### src/rtl/u_mem_arbiter_pkg.sv
// Shared types and constants for the fetch/data memory arbiter.
package u_mem_pkg;

    localparam int unsigned ADDR_W_DEF = 30;
    localparam int unsigned DATA_W_DEF = 32;

    // Grant identifiers, also the encoding of last_grant
    localparam logic GNT_INS  = 1'b0;
    localparam logic GNT_DATA = 1'b1;

    typedef enum logic [1:0] {
        IDLE,
        INS_BUSY,
        DATA_BUSY
    } arb_state_e;

endpackage

### src/rtl/u_mem_arbiter_if.sv
// Bundle of the fetch port, data port and memory bridge bus around u_mem_arbiter.
// slave  : the arbiter's view (requests in, stalls/read data/bus command out).
// master : the surrounding pipeline front ends and bridge.
interface u_mem_arbiter_if
    import u_mem_pkg::*;
#(
    parameter int unsigned ADDR_W = ADDR_W_DEF,
    parameter int unsigned DATA_W = DATA_W_DEF
) ();

    logic                  ins_req_i;
    logic [ADDR_W-1:0]     ins_addr_i;
    logic                  ins_flush_i;
    logic [DATA_W-1:0]     ins_rdata_o;
    logic                  ins_busywait_o;

    logic                  data_req_i;
    logic                  data_we_i;
    logic [ADDR_W-1:0]     data_addr_i;
    logic [DATA_W-1:0]     data_wdata_i;
    logic [DATA_W/8-1:0]   data_be_i;
    logic [DATA_W-1:0]     data_rdata_o;
    logic                  data_busywait_o;

    logic                  mem_req_o;
    logic                  mem_we_o;
    logic [ADDR_W-1:0]     mem_addr_o;
    logic [DATA_W-1:0]     mem_wdata_o;
    logic [DATA_W/8-1:0]   mem_be_o;
    logic                  mem_ack_i;
    logic [DATA_W-1:0]     mem_rdata_i;

    modport slave (
        input  ins_req_i, ins_addr_i, ins_flush_i,
        output ins_rdata_o, ins_busywait_o,
        input  data_req_i, data_we_i, data_addr_i, data_wdata_i, data_be_i,
        output data_rdata_o, data_busywait_o,
        output mem_req_o, mem_we_o, mem_addr_o, mem_wdata_o, mem_be_o,
        input  mem_ack_i, mem_rdata_i
    );

    modport master (
        output ins_req_i, ins_addr_i, ins_flush_i,
        input  ins_rdata_o, ins_busywait_o,
        output data_req_i, data_we_i, data_addr_i, data_wdata_i, data_be_i,
        input  data_rdata_o, data_busywait_o,
        input  mem_req_o, mem_we_o, mem_addr_o, mem_wdata_o, mem_be_o,
        output mem_ack_i, mem_rdata_i
    );

endinterface

### src/rtl/u_mem_arbiter_pick.sv
// Combinational grant selection for u_mem_arbiter.
// Build option MEM_ARB_FAIR_EN: round-robin on ties instead of data-first priority.
module u_mem_arb_pick
    import u_mem_pkg::*;
(
    input  logic ins_req,
    input  logic data_req,
    input  logic ins_done,
    input  logic data_done,
    input  logic ins_flush,
    input  logic last_grant,
    output logic gnt_valid,
    output logic gnt_id
);

    logic ins_ok;
    logic data_ok;

    // A requester just completed (done) is not re-granted; a fetch being flushed is held off
    always_comb begin
        ins_ok    = ins_req & ~ins_done & ~ins_flush;
        data_ok   = data_req & ~data_done;
        gnt_valid = ins_ok | data_ok;
        gnt_id    = GNT_INS;
        if (ins_ok && data_ok) begin
`ifdef MEM_ARB_FAIR_EN
            gnt_id = (last_grant == GNT_INS) ? GNT_DATA : GNT_INS;
`else
            gnt_id = GNT_DATA;
`endif
        end else if (data_ok) begin
            gnt_id = GNT_DATA;
        end
    end

`ifndef MEM_ARB_FAIR_EN
    // Fixed priority ignores the grant history
    logic unused_last_grant;
    assign unused_last_grant = last_grant;
`endif

endmodule

### src/rtl/u_mem_arbiter.sv
// Arbiter sharing one single-port memory bus between instruction fetch (read-only)
// and data access (read/write). Registered bus command, registered read data,
// one-cycle done flags, discard of flushed fetches.
// Build option MEM_ARB_FAIR_EN selects round-robin tie-break (see u_mem_arb_pick).
module u_mem_arbiter
    import u_mem_pkg::*;
#(
    parameter int unsigned ADDR_W = ADDR_W_DEF,
    parameter int unsigned DATA_W = DATA_W_DEF
) (
    input  logic           clk_i,
    input  logic           rst_i,
    u_mem_arbiter_if.slave bus
);

    localparam int unsigned BE_W = DATA_W / 8;

    arb_state_e          state;
    arb_state_e          state_nxt;
    logic                gnt_valid;
    logic                gnt_id;

    logic                mem_req;
    logic                mem_we;
    logic [ADDR_W-1:0]   mem_addr;
    logic [DATA_W-1:0]   mem_wdata;
    logic [BE_W-1:0]     mem_be;
    logic [DATA_W-1:0]   ins_rdata;
    logic [DATA_W-1:0]   data_rdata;
    logic                ins_done;
    logic                data_done;
    logic                discard;
    logic                last_grant;

    u_mem_arb_pick u_pick (
        .ins_req    (bus.ins_req_i),
        .data_req   (bus.data_req_i),
        .ins_done   (ins_done),
        .data_done  (data_done),
        .ins_flush  (bus.ins_flush_i),
        .last_grant (last_grant),
        .gnt_valid  (gnt_valid),
        .gnt_id     (gnt_id)
    );

    // State register
    always_ff @(posedge clk_i) begin
        if (rst_i) state <= IDLE;
        else       state <= state_nxt;
    end

    // Next state: grant from IDLE, return to IDLE on ack (never straight to a new grant)
    always_comb begin
        state_nxt = state;
        unique case (state)
            IDLE:                if (gnt_valid) state_nxt = (gnt_id == GNT_DATA) ? DATA_BUSY : INS_BUSY;
            INS_BUSY, DATA_BUSY: if (bus.mem_ack_i) state_nxt = IDLE;
            default:             state_nxt = IDLE;
        endcase
    end

    // Bus command load/hold, read-data capture, done pulses and flush discard
    always_ff @(posedge clk_i) begin
        if (rst_i) begin
            mem_req    <= 1'b0;
            mem_we     <= 1'b0;
            mem_addr   <= '0;
            mem_wdata  <= '0;
            mem_be     <= '0;
            ins_rdata  <= '0;
            data_rdata <= '0;
            ins_done   <= 1'b0;
            data_done  <= 1'b0;
            discard    <= 1'b0;
            last_grant <= GNT_INS;
        end else begin
            ins_done  <= 1'b0;
            data_done <= 1'b0;
            unique case (state)
                IDLE: begin
                    if (gnt_valid) begin
                        mem_req    <= 1'b1;
                        last_grant <= gnt_id;
                        if (gnt_id == GNT_DATA) begin
                            mem_we    <= bus.data_we_i;
                            mem_addr  <= bus.data_addr_i;
                            mem_wdata <= bus.data_wdata_i;
                            mem_be    <= bus.data_be_i;
                        end else begin
                            mem_we    <= 1'b0;
                            mem_addr  <= bus.ins_addr_i;
                            mem_wdata <= '0;
                            mem_be    <= '1;
                        end
                    end
                end
                INS_BUSY: begin
                    if (bus.mem_ack_i) begin
                        mem_req <= 1'b0;
                        discard <= 1'b0;
                        // A flush landing on the ack cycle also kills the response
                        if (!(discard || bus.ins_flush_i)) begin
                            ins_rdata <= bus.mem_rdata_i;
                            ins_done  <= 1'b1;
                        end
                    end else if (bus.ins_flush_i) begin
                        discard <= 1'b1;
                    end
                end
                DATA_BUSY: begin
                    if (bus.mem_ack_i) begin
                        mem_req   <= 1'b0;
                        data_done <= 1'b1;
                        if (!mem_we) data_rdata <= bus.mem_rdata_i;
                    end
                end
                default: ;
            endcase
        end
    end

    // Outputs: stalls from registered done flags, registered bus command and read data
    always_comb begin
        bus.ins_busywait_o  = bus.ins_req_i & ~ins_done;
        bus.data_busywait_o = bus.data_req_i & ~data_done;
        bus.ins_rdata_o     = ins_rdata;
        bus.data_rdata_o    = data_rdata;
        bus.mem_req_o       = mem_req;
        bus.mem_we_o        = mem_we;
        bus.mem_addr_o      = mem_addr;
        bus.mem_wdata_o     = mem_wdata;
        bus.mem_be_o        = mem_be;
    end

endmodule

### src/flat_wrapper.sv
// flat-port wrapper written by rule: the top's interface ports become plain ports
module u_mem_arbiter_flat import u_mem_pkg::*;
#(
    parameter int unsigned ADDR_W = ADDR_W_DEF,
    parameter int unsigned DATA_W = DATA_W_DEF
)
  (clk_i, rst_i, bus_ins_req_i, bus_ins_addr_i, bus_ins_flush_i, bus_ins_rdata_o, bus_ins_busywait_o, bus_data_req_i, bus_data_we_i, bus_data_addr_i, bus_data_wdata_i, bus_data_be_i, bus_data_rdata_o, bus_data_busywait_o, bus_mem_req_o, bus_mem_we_o, bus_mem_addr_o, bus_mem_wdata_o, bus_mem_be_o, bus_mem_ack_i, bus_mem_rdata_i);
  u_mem_arbiter_if #(.ADDR_W(ADDR_W), .DATA_W(DATA_W)) bus_i ();
  input  logic clk_i;
  input  logic rst_i;
  input wire logic [$bits(bus_i.ins_req_i)-1:0] bus_ins_req_i;
  input wire logic [$bits(bus_i.ins_addr_i)-1:0] bus_ins_addr_i;
  input wire logic [$bits(bus_i.ins_flush_i)-1:0] bus_ins_flush_i;
  output wire logic [$bits(bus_i.ins_rdata_o)-1:0] bus_ins_rdata_o;
  output wire logic [$bits(bus_i.ins_busywait_o)-1:0] bus_ins_busywait_o;
  input wire logic [$bits(bus_i.data_req_i)-1:0] bus_data_req_i;
  input wire logic [$bits(bus_i.data_we_i)-1:0] bus_data_we_i;
  input wire logic [$bits(bus_i.data_addr_i)-1:0] bus_data_addr_i;
  input wire logic [$bits(bus_i.data_wdata_i)-1:0] bus_data_wdata_i;
  input wire logic [$bits(bus_i.data_be_i)-1:0] bus_data_be_i;
  output wire logic [$bits(bus_i.data_rdata_o)-1:0] bus_data_rdata_o;
  output wire logic [$bits(bus_i.data_busywait_o)-1:0] bus_data_busywait_o;
  output wire logic [$bits(bus_i.mem_req_o)-1:0] bus_mem_req_o;
  output wire logic [$bits(bus_i.mem_we_o)-1:0] bus_mem_we_o;
  output wire logic [$bits(bus_i.mem_addr_o)-1:0] bus_mem_addr_o;
  output wire logic [$bits(bus_i.mem_wdata_o)-1:0] bus_mem_wdata_o;
  output wire logic [$bits(bus_i.mem_be_o)-1:0] bus_mem_be_o;
  input wire logic [$bits(bus_i.mem_ack_i)-1:0] bus_mem_ack_i;
  input wire logic [$bits(bus_i.mem_rdata_i)-1:0] bus_mem_rdata_i;
  assign bus_i.ins_req_i = bus_ins_req_i;
  assign bus_i.ins_addr_i = bus_ins_addr_i;
  assign bus_i.ins_flush_i = bus_ins_flush_i;
  assign bus_ins_rdata_o = bus_i.ins_rdata_o;
  assign bus_ins_busywait_o = bus_i.ins_busywait_o;
  assign bus_i.data_req_i = bus_data_req_i;
  assign bus_i.data_we_i = bus_data_we_i;
  assign bus_i.data_addr_i = bus_data_addr_i;
  assign bus_i.data_wdata_i = bus_data_wdata_i;
  assign bus_i.data_be_i = bus_data_be_i;
  assign bus_data_rdata_o = bus_i.data_rdata_o;
  assign bus_data_busywait_o = bus_i.data_busywait_o;
  assign bus_mem_req_o = bus_i.mem_req_o;
  assign bus_mem_we_o = bus_i.mem_we_o;
  assign bus_mem_addr_o = bus_i.mem_addr_o;
  assign bus_mem_wdata_o = bus_i.mem_wdata_o;
  assign bus_mem_be_o = bus_i.mem_be_o;
  assign bus_i.mem_ack_i = bus_mem_ack_i;
  assign bus_i.mem_rdata_i = bus_mem_rdata_i;
  u_mem_arbiter #(.ADDR_W(ADDR_W), .DATA_W(DATA_W)) u_core (.clk_i(clk_i), .rst_i(rst_i), .bus(bus_i));
endmodule
### config.mk
export PLATFORM = sky130hd
export DESIGN_NAME = u_mem_arbiter_flat
export DESIGN_NICKNAME = d
export VERILOG_FILES = /design/src/rtl/u_mem_arbiter_pkg.sv /design/src/rtl/u_mem_arbiter_if.sv /design/src/rtl/u_mem_arbiter_pick.sv /design/src/rtl/u_mem_arbiter.sv /design/src/flat_wrapper.sv
export SDC_FILE = /design/constraint.sdc
export NUM_CORES = 1
export LEC_CHECK = 0
export ABC_AREA = 1
export BUFFER_PORTS_ARGS = -buffer_cell sky130_fd_sc_hd__buf_2
export CAP_MARGIN = 20
export CORE_MARGIN = 2
export CORE_UTILIZATION = 35
export DETAILED_ROUTE_END_ITERATION = 8
export GPL_TIMING_DRIVEN = 0
export PLACE_DENSITY = 0.73
export REMOVE_ABC_BUFFERS = 1
export SLEW_MARGIN = 20
export SYNTH_ARGS = -nofsm -noshare
export SYNTH_HDL_FRONTEND = slang
export SYNTH_SLANG_ARGS = --single-unit
### constraint.sdc
create_clock -name clk_i -period 4.1 [get_ports clk_i]
set_input_delay 0.41 -clock clk_i [delete_from_list [all_inputs] [get_ports clk_i]]
set_output_delay 0.41 -clock clk_i [all_outputs]
set_load 0.02 [all_outputs]
* After elaboration in Yosys (flattened, before gate mapping)
Index checks and enable logic that the tools add are counted.
** Storage, ports and cells
- Bits of input ports :: 135
- Memories :: 0
- Bits in read-only memories :: 0
- Output and inout port bits :: 134
- Latch bits :: 0
- RAM bits :: 0
- Bits in registers :: 137
- Logic and storage cells :: 58
** Cells by class
- Reduce and logical (&&, ||, !) cells :: 14
- $add $sub $neg :: 0
- Bitwise operators :: 12
- Order comparisons :: 0
- Equality and inequality tests :: 4
- Divide/modulo/power cells :: 0
- Shift operators :: 0
- Multipliers :: 0
- Muxes and demuxes :: 17
** Operators with widths (count)
- $mux 32 :: 1
- $mux 30 :: 1
- $mux 1 :: 9
- $reduce_and 3->1 :: 3
- $not 1->1 :: 8
- $mux 2 :: 3
- $reduce_and 2->1 :: 3
- $mux 4 :: 1
- $ne 2x1->1 const B :: 2
- $pmux 2 s2 :: 1
- $reduce_bool 2->1 :: 2
- $reduce_or 2->1 :: 2
- $and 1x1->1 :: 3
- $reduce_or 3->1 :: 1
- $eq 2x1->1 const B :: 1
- $eq 2x2->1 const B :: 1
- $logic_not 2->1 :: 1
- $pmux 1 s2 :: 1
- $logic_and 1x1->1 :: 1
- $logic_or 1x1->1 :: 1
- $or 1x1->1 :: 1

* Logic depth before layout (Yosys ltp)
- Word-level depth :: 8
- Depth in mapped cells :: 9
- Mapped depth without buffers :: 8

* Modules after synthesis
Synthesis repeated with hierarchy kept, for this count alone.
** Second synthesis, totals
- Cell total of the unflattened synthesis :: 783
- Area total of the unflattened synthesis :: 5564.1 um2
** Modules (own cells, without submodules)
- u_mem_arbiter :: cells each 776, seq. area each 2762.6 um2, area an instance 5536.6 um2, instances 1
- u_mem_arb_pick :: cells each 7, seq. area each 0.0 um2, area an instance 27.5 um2, instances 1

* Worst setup path after synthesis
OpenSTA, ideal clock, no wires.
- Path kind :: register to register
- From :: register u_core.state[0]
- To :: register u_core.mem_wdata[10] (netlist: u_core.bus.mem_wdata_o[10])
- Required time :: 4.034 ns
- Arrival :: 1.239 ns
- Period minus slack after synthesis :: 1.305 ns
- Buffers on the path :: 2
- Setup time :: 0.066 ns
- Slack :: 2.795 ns
- Stages on the path, launching flop included :: 8
- Cell sequence :: dfxtp_1 -> inv_1 -> ha_1 -> buf_2 -> nand2_4 -> buf_2 -> nand2_1 -> a21oi_2
** On the way
- Cells in the longest elaborated chain, start to end :: 2
** RTL lines
- start, declared :: line u_mem_arbiter.sv:18 : arb_state_e state;
- start signal, assigned :: line u_mem_arbiter.sv:49 : else state <= state_nxt;
- $logic_not 2->1 :: line u_mem_arbiter.sv:79 : unique case (state)
- $reduce_and 2->1 (no source line)
- end signal, assigned :: line u_mem_arbiter.sv:87 : mem_wdata <= bus.data_wdata_i;
- end, declared :: line u_mem_arbiter.sv:26 : logic [DATA_W-1:0] mem_wdata;
Every way passes these cells.
A chain may end at the register's enable or synchronous reset.

* Final worst setup path
- From :: register u_core.state[0]
- To :: register u_core.mem_addr[0] (netlist: u_core.bus.mem_addr_o[0])
** On the way
- Cells in the longest elaborated chain, start to end :: 2
** RTL lines
- $logic_not 2->1 :: line u_mem_arbiter.sv:79
- $reduce_and 2->1 (no source line)
- end signal, assigned :: line u_mem_arbiter.sv:86 : mem_addr <= bus.data_addr_i;
- end signal, assigned :: line u_mem_arbiter.sv:91 : mem_addr <= bus.ins_addr_i;
- end, declared :: line u_mem_arbiter.sv:25 : logic [ADDR_W-1:0] mem_addr;
Every way passes these cells.

==> metrics.txt <==
# TYPE chip_impl_metric gauge
chip_impl_info{name="run_status",value="finished clean"} 1
chip_impl_metric{name="max_clock_freq",unit="GHz"} 0.424
chip_impl_info{name="setup_crit_start_kind",value="flip-flop"} 1
chip_impl_metric{name="synth_area",unit="µm²"} 5330
chip_impl_metric{name="pre_cts_slack",unit="ps"} 1710
chip_impl_metric{name="fin_worst_skew",unit="ps"} 13.8
chip_impl_metric{name="clk_path_buf_depth",unit=""} 2
chip_impl_metric{name="grt_pass1_wl",unit="mm"} 24.5
chip_impl_metric{name="die_w",unit="µm"} 127
chip_impl_metric{name="num-nets-final",unit=""} 1095
chip_impl_metric{name="post_cts_resize_count",unit=""} 0
chip_impl_metric{name="area_delta_synth_final",unit="%"} 36.1
chip_impl_metric{name="critical-path-max-stage-delay",unit="ps"} 700
chip_impl_metric{name="leakage",unit="nW"} 3.66
chip_impl_metric{name="number_of_port_buffers",unit=""} 268
chip_impl_metric{name="tightestPinTransition",unit="ps"} 878
chip_impl_metric{name="tmin_final",unit="ps"} 2360
chip_impl_metric{name="drt_pre_antenna_iters",unit=""} 5
chip_impl_metric{name="post_syn_area_per_cell",unit="µm²"} 7.43
chip_impl_metric{name="power_frac_seq",unit=""} 0.404
chip_impl_metric{name="num_antenna_cells",unit=""} 0
chip_impl_metric{name="hpwlAfterDp",unit="mm"} 10.3
chip_impl_metric{name="post_synth_inst_count",unit=""} 717
chip_impl_metric{name="grt_usage",unit=""} 0.189
chip_impl_metric{name="dpl_cell_area",unit="µm²"} 6660
chip_impl_info{name="hold_path.class",value="in -> reg"} 1
chip_impl_metric{name="synth_warnings",unit=""} 0
chip_impl_metric{name="cts.htree.levels",unit=""} 4
chip_impl_metric{name="insertion_delay_of_the_later_clocked_pin_in_the_worst_skew_pair",unit="ps"} 420
chip_impl_metric{name="clock_power_share",unit=""} 0.412
chip_impl_metric{name="switching_power",unit="mW"} 1.13
chip_impl_metric{name="overflow",unit=""} 0
chip_impl_metric{name="clock-sinks",unit=""} 137
chip_impl_metric{name="critPathArrivalTime",unit="ps"} 2640
chip_impl_metric{name="avg_wl_per_cell",unit="µm"} 13.4
chip_impl_metric{name="maxCapViolations",unit=""} 0
chip_impl_metric{name="detail_route.vias_per_cell",unit=""} 4.68
chip_impl_info{name="timing.setup.critical_path_class",value="reg -> reg"} 1
chip_impl_metric{name="drtIter0Drc",unit=""} 217
chip_impl_metric{name="overall_via_count_from_detail_route",unit=""} 5418
chip_impl_metric{name="internal-power",unit="mW"} 2.59
chip_impl_metric{name="switching_fraction_of_total_power",unit=""} 0.304
chip_impl_info{name="crit_path_top_delay_cell",value="sky130_fd_sc_hd__ha_2"} 1
chip_impl_metric{name="synth_cell_types",unit=""} 24
chip_impl_metric{name="timing.final.hold_violations",unit=""} 0
chip_impl_metric{name="drive_gt1_frac",unit=""} 0.334
chip_impl_metric{name="final_antenna_net_count",unit=""} 0
chip_impl_metric{name="ctsHoldBuffers",unit=""} 0
chip_impl_metric{name="slew_viol_final",unit=""} 0
chip_impl_metric{name="ios",unit=""} 269
chip_impl_metric{name="floorplan.core_area",unit="µm²"} 15000
chip_impl_metric{name="die_area",unit="µm²"} 16200
chip_impl_metric{name="cp_max_fo",unit=""} 63
chip_impl_metric{name="logic_pwr_share",unit=""} 0.184
chip_impl_metric{name="clk_pin_slew_worst_paths",unit="ps"} 70
chip_impl_metric{name="cp.required",unit="ps"} 4390
chip_impl_info{name="setup_repair_after_global_routing_missed_its_margin",value="no"} 1
chip_impl_metric{name="placement_rows",unit=""} 45
chip_impl_metric{name="post-route-drc-count",unit=""} 0
chip_impl_metric{name="total_power",unit="mW"} 3.71
chip_impl_metric{name="timing.final.setup_violations",unit=""} 0
chip_impl_metric{name="grt_antenna_before_repair",unit=""} 0
chip_impl_metric{name="finalWorstSetupSlack",unit="ps"} 1740
chip_impl_metric{name="synth.ff_latch_count",unit=""} 137
chip_impl_metric{name="gpl.final_weighted_congestion",unit=""} 0.776
chip_impl_metric{name="timing.final.crit_share",unit=""} 0.575
chip_impl_info{name="crit_path_cell_trace",value="inv_1 > ha_2 > nand2_4 > o21ai_0 > nor2_1"} 1
chip_impl_metric{name="fin_hold_ws",unit="ps"} 230
chip_impl_metric{name="synth-seq-area-share",unit=""} 0.515
chip_impl_metric{name="die_height",unit="µm"} 127
chip_impl_info{name="cts_root_buffer",value="sky130_fd_sc_hd__clkbuf_16"} 1
chip_impl_metric{name="finish.instance_area",unit="µm²"} 7250
chip_impl_metric{name="pwr_density_cell",unit="nW/µm²"} 512
chip_impl_metric{name="slew_headroom",unit=""} 0.415
chip_impl_metric{name="timing.critical_path.buf_inv",unit=""} 1
chip_impl_metric{name="drt-total-wl",unit="mm"} 15.6
chip_impl_info{name="worst_setup_path_end_kind",value="flip-flop"} 1
chip_impl_metric{name="grt_start_max_net_pins",unit=""} 100
chip_impl_metric{name="vdd_ir_drop_max",unit="mV"} 0.251
chip_impl_metric{name="start_util",unit=""} 0.354
chip_impl_metric{name="tritoncts.num_buffers",unit=""} 17
chip_impl_metric{name="number_of_setup_buffers_added_after_cts",unit=""} 0
chip_impl_info{name="layout_common_cells",value="268 x sky130_fd_sc_hd__buf_2, 167 x sky130_fd_sc_hd__nor2_1, 165 x sky130_fd_sc_hd__nand2_1, 137 x sky130_fd_sc_hd__dfxtp_1, 71 x sky130_fd_sc_hd__o21ai_0"} 1
chip_impl_info{name="worst_path_top_cell_family_by_delay",value="adder cells"} 1
chip_impl_metric{name="setup_tns",unit="ps"} 0
chip_impl_metric{name="grt_pass1_vias",unit=""} 4972
chip_impl_info{name="most_common_cell_after_layout_fill_and_taps_aside",value="sky130_fd_sc_hd__buf_2"} 1
chip_impl_info{name="cts_tree",value="built"} 1
==> state kept, by name (all words and copies together), names as in the netlist <==
signal and flops:
u_core.bus.data_rdata_o 32, u_core.bus.ins_rdata_o 32, u_core.bus.mem_wdata_o 32, u_core.bus.mem_addr_o 30, u_core.bus.mem_be_o 4, u_core.state 2
u_core.bus.mem_req_o 1, u_core.bus.mem_we_o 1, u_core.data_done 1, u_core.discard 1, u_core.ins_done 1
==> power groups by stage <==
stage                     Clock [mW]  Combinational [mW]  Sequential [mW]
after floorplan                    0               0.273             1.66
after global placement             0               0.679             1.52
after detailed placement           0               0.688             1.53
after CTS                       1.57               0.688             1.50
after global routing            1.62               0.761             1.51
final                           1.53               0.684             1.50
==> path summary, 6_finish.rpt <==
| kind | endpoint | depth (start not counted) | start | slack (ps) |
|---|---|---|---|---|
| min reg2reg | u_core.bus.mem_wdata_o[0] | 2 | u_core.bus.mem_wdata_o[0] | 460 |
| max reg2reg | u_core.bus.mem_addr_o[0] | 5 | u_core.state[0] | 1740 |
| min | u_core.bus.data_rdata_o[7] | 3 | bus_mem_rdata_i[7] | 230 |
| max | u_core.bus.mem_addr_o[0] | 5 | u_core.state[0] | 1740 |
==> kinds of logic after synthesis <==
| family | after synthesis | share of synthesized area |
|---|---|---|
| AOI/OAI and AO/OA | 168 | 0.165 |
| and+or+nand+nor | 344 | 0.251 |
| buffers and inverters | 64 | 0.0601 |
| adders and majority gates | 4 | 0.00939 |
| DFF | 137 | 0.515 |
==> cells in the mapped netlist <==
cell / n / area share
sky130_fd_sc_hd__o21ai_0: 71 / 0.067
sky130_fd_sc_hd__buf_2: 26 / 0.024
sky130_fd_sc_hd__inv_1: 9 / 0.0063
sky130_fd_sc_hd__nor2_2: 1 / 0.0012
sky130_fd_sc_hd__clkinv_4: 1 / 0.0016
sky130_fd_sc_hd__nand2_2: 2 / 0.0023
sky130_fd_sc_hd__a21oi_1: 60 / 0.056
sky130_fd_sc_hd__dfxtp_1: 137 / 0.51
sky130_fd_sc_hd__nand2_4: 3 / 0.0063
sky130_fd_sc_hd__buf_4: 7 / 0.0099
sky130_fd_sc_hd__nand4_1: 2 / 0.0023
sky130_fd_sc_hd__buf_1: 1 / 0.00070
sky130_fd_sc_hd__o21ai_1: 27 / 0.025
sky130_fd_sc_hd__ha_1: 4 / 0.0094
sky130_fd_sc_hd__inv_2: 6 / 0.0042
sky130_fd_sc_hd__buf_6: 2 / 0.0042
sky130_fd_sc_hd__nor2_1: 167 / 0.12
sky130_fd_sc_hd__nand3_2: 1 / 0.0019
sky130_fd_sc_hd__nand3_1: 2 / 0.0019
sky130_fd_sc_hd__nand2_1: 165 / 0.12
sky130_fd_sc_hd__a21oi_2: 10 / 0.016
sky130_fd_sc_hd__nor3_1: 1 / 0.00094
sky130_fd_sc_hd__clkbuf_2: 1 / 0.00094
sky130_fd_sc_hd__clkbuf_1: 11 / 0.0078
==> routing by layer <==
layer  share of wire  vias up  track usage
met5               0        -            0
met4           0.023        0       0.0814
met3           0.067       28       0.0523
met2            0.49      208        0.330
met1            0.42     2401        0.216
li1                -     2781            -
==> worst reg2reg max path, stage by stage, from the launching register on <==
cell                      delay [ps]
sky130_fd_sc_hd__dfxtp_1         350
sky130_fd_sc_hd__inv_1           110
sky130_fd_sc_hd__ha_2            700
sky130_fd_sc_hd__nand2_4         560
sky130_fd_sc_hd__o21ai_0         440
sky130_fd_sc_hd__nor2_1           90
==> stage by stage <==
stage                     cells   util
after floorplan             669      -
after global placement     1125  0.442
after detailed placement   1125  0.443
after CTS                  1157  0.482
after global routing       1157  0.482
final                      1157  0.482
==> area by class of cell <==
type / count / area [µm²]
Clock buffer: 18 / 429
Sequential cell: 137 / 2740
Inverter: 16 / 67.6
Tap cell: 188 / 235
Timing Repair Buffer: 268 / 1340
Fill cell: 1535 / 7780
Multi-Input combinational cell: 516 / 2270
Clock inverter: 14 / 163
Note: power is estimated with default switching activity, not from simulation.
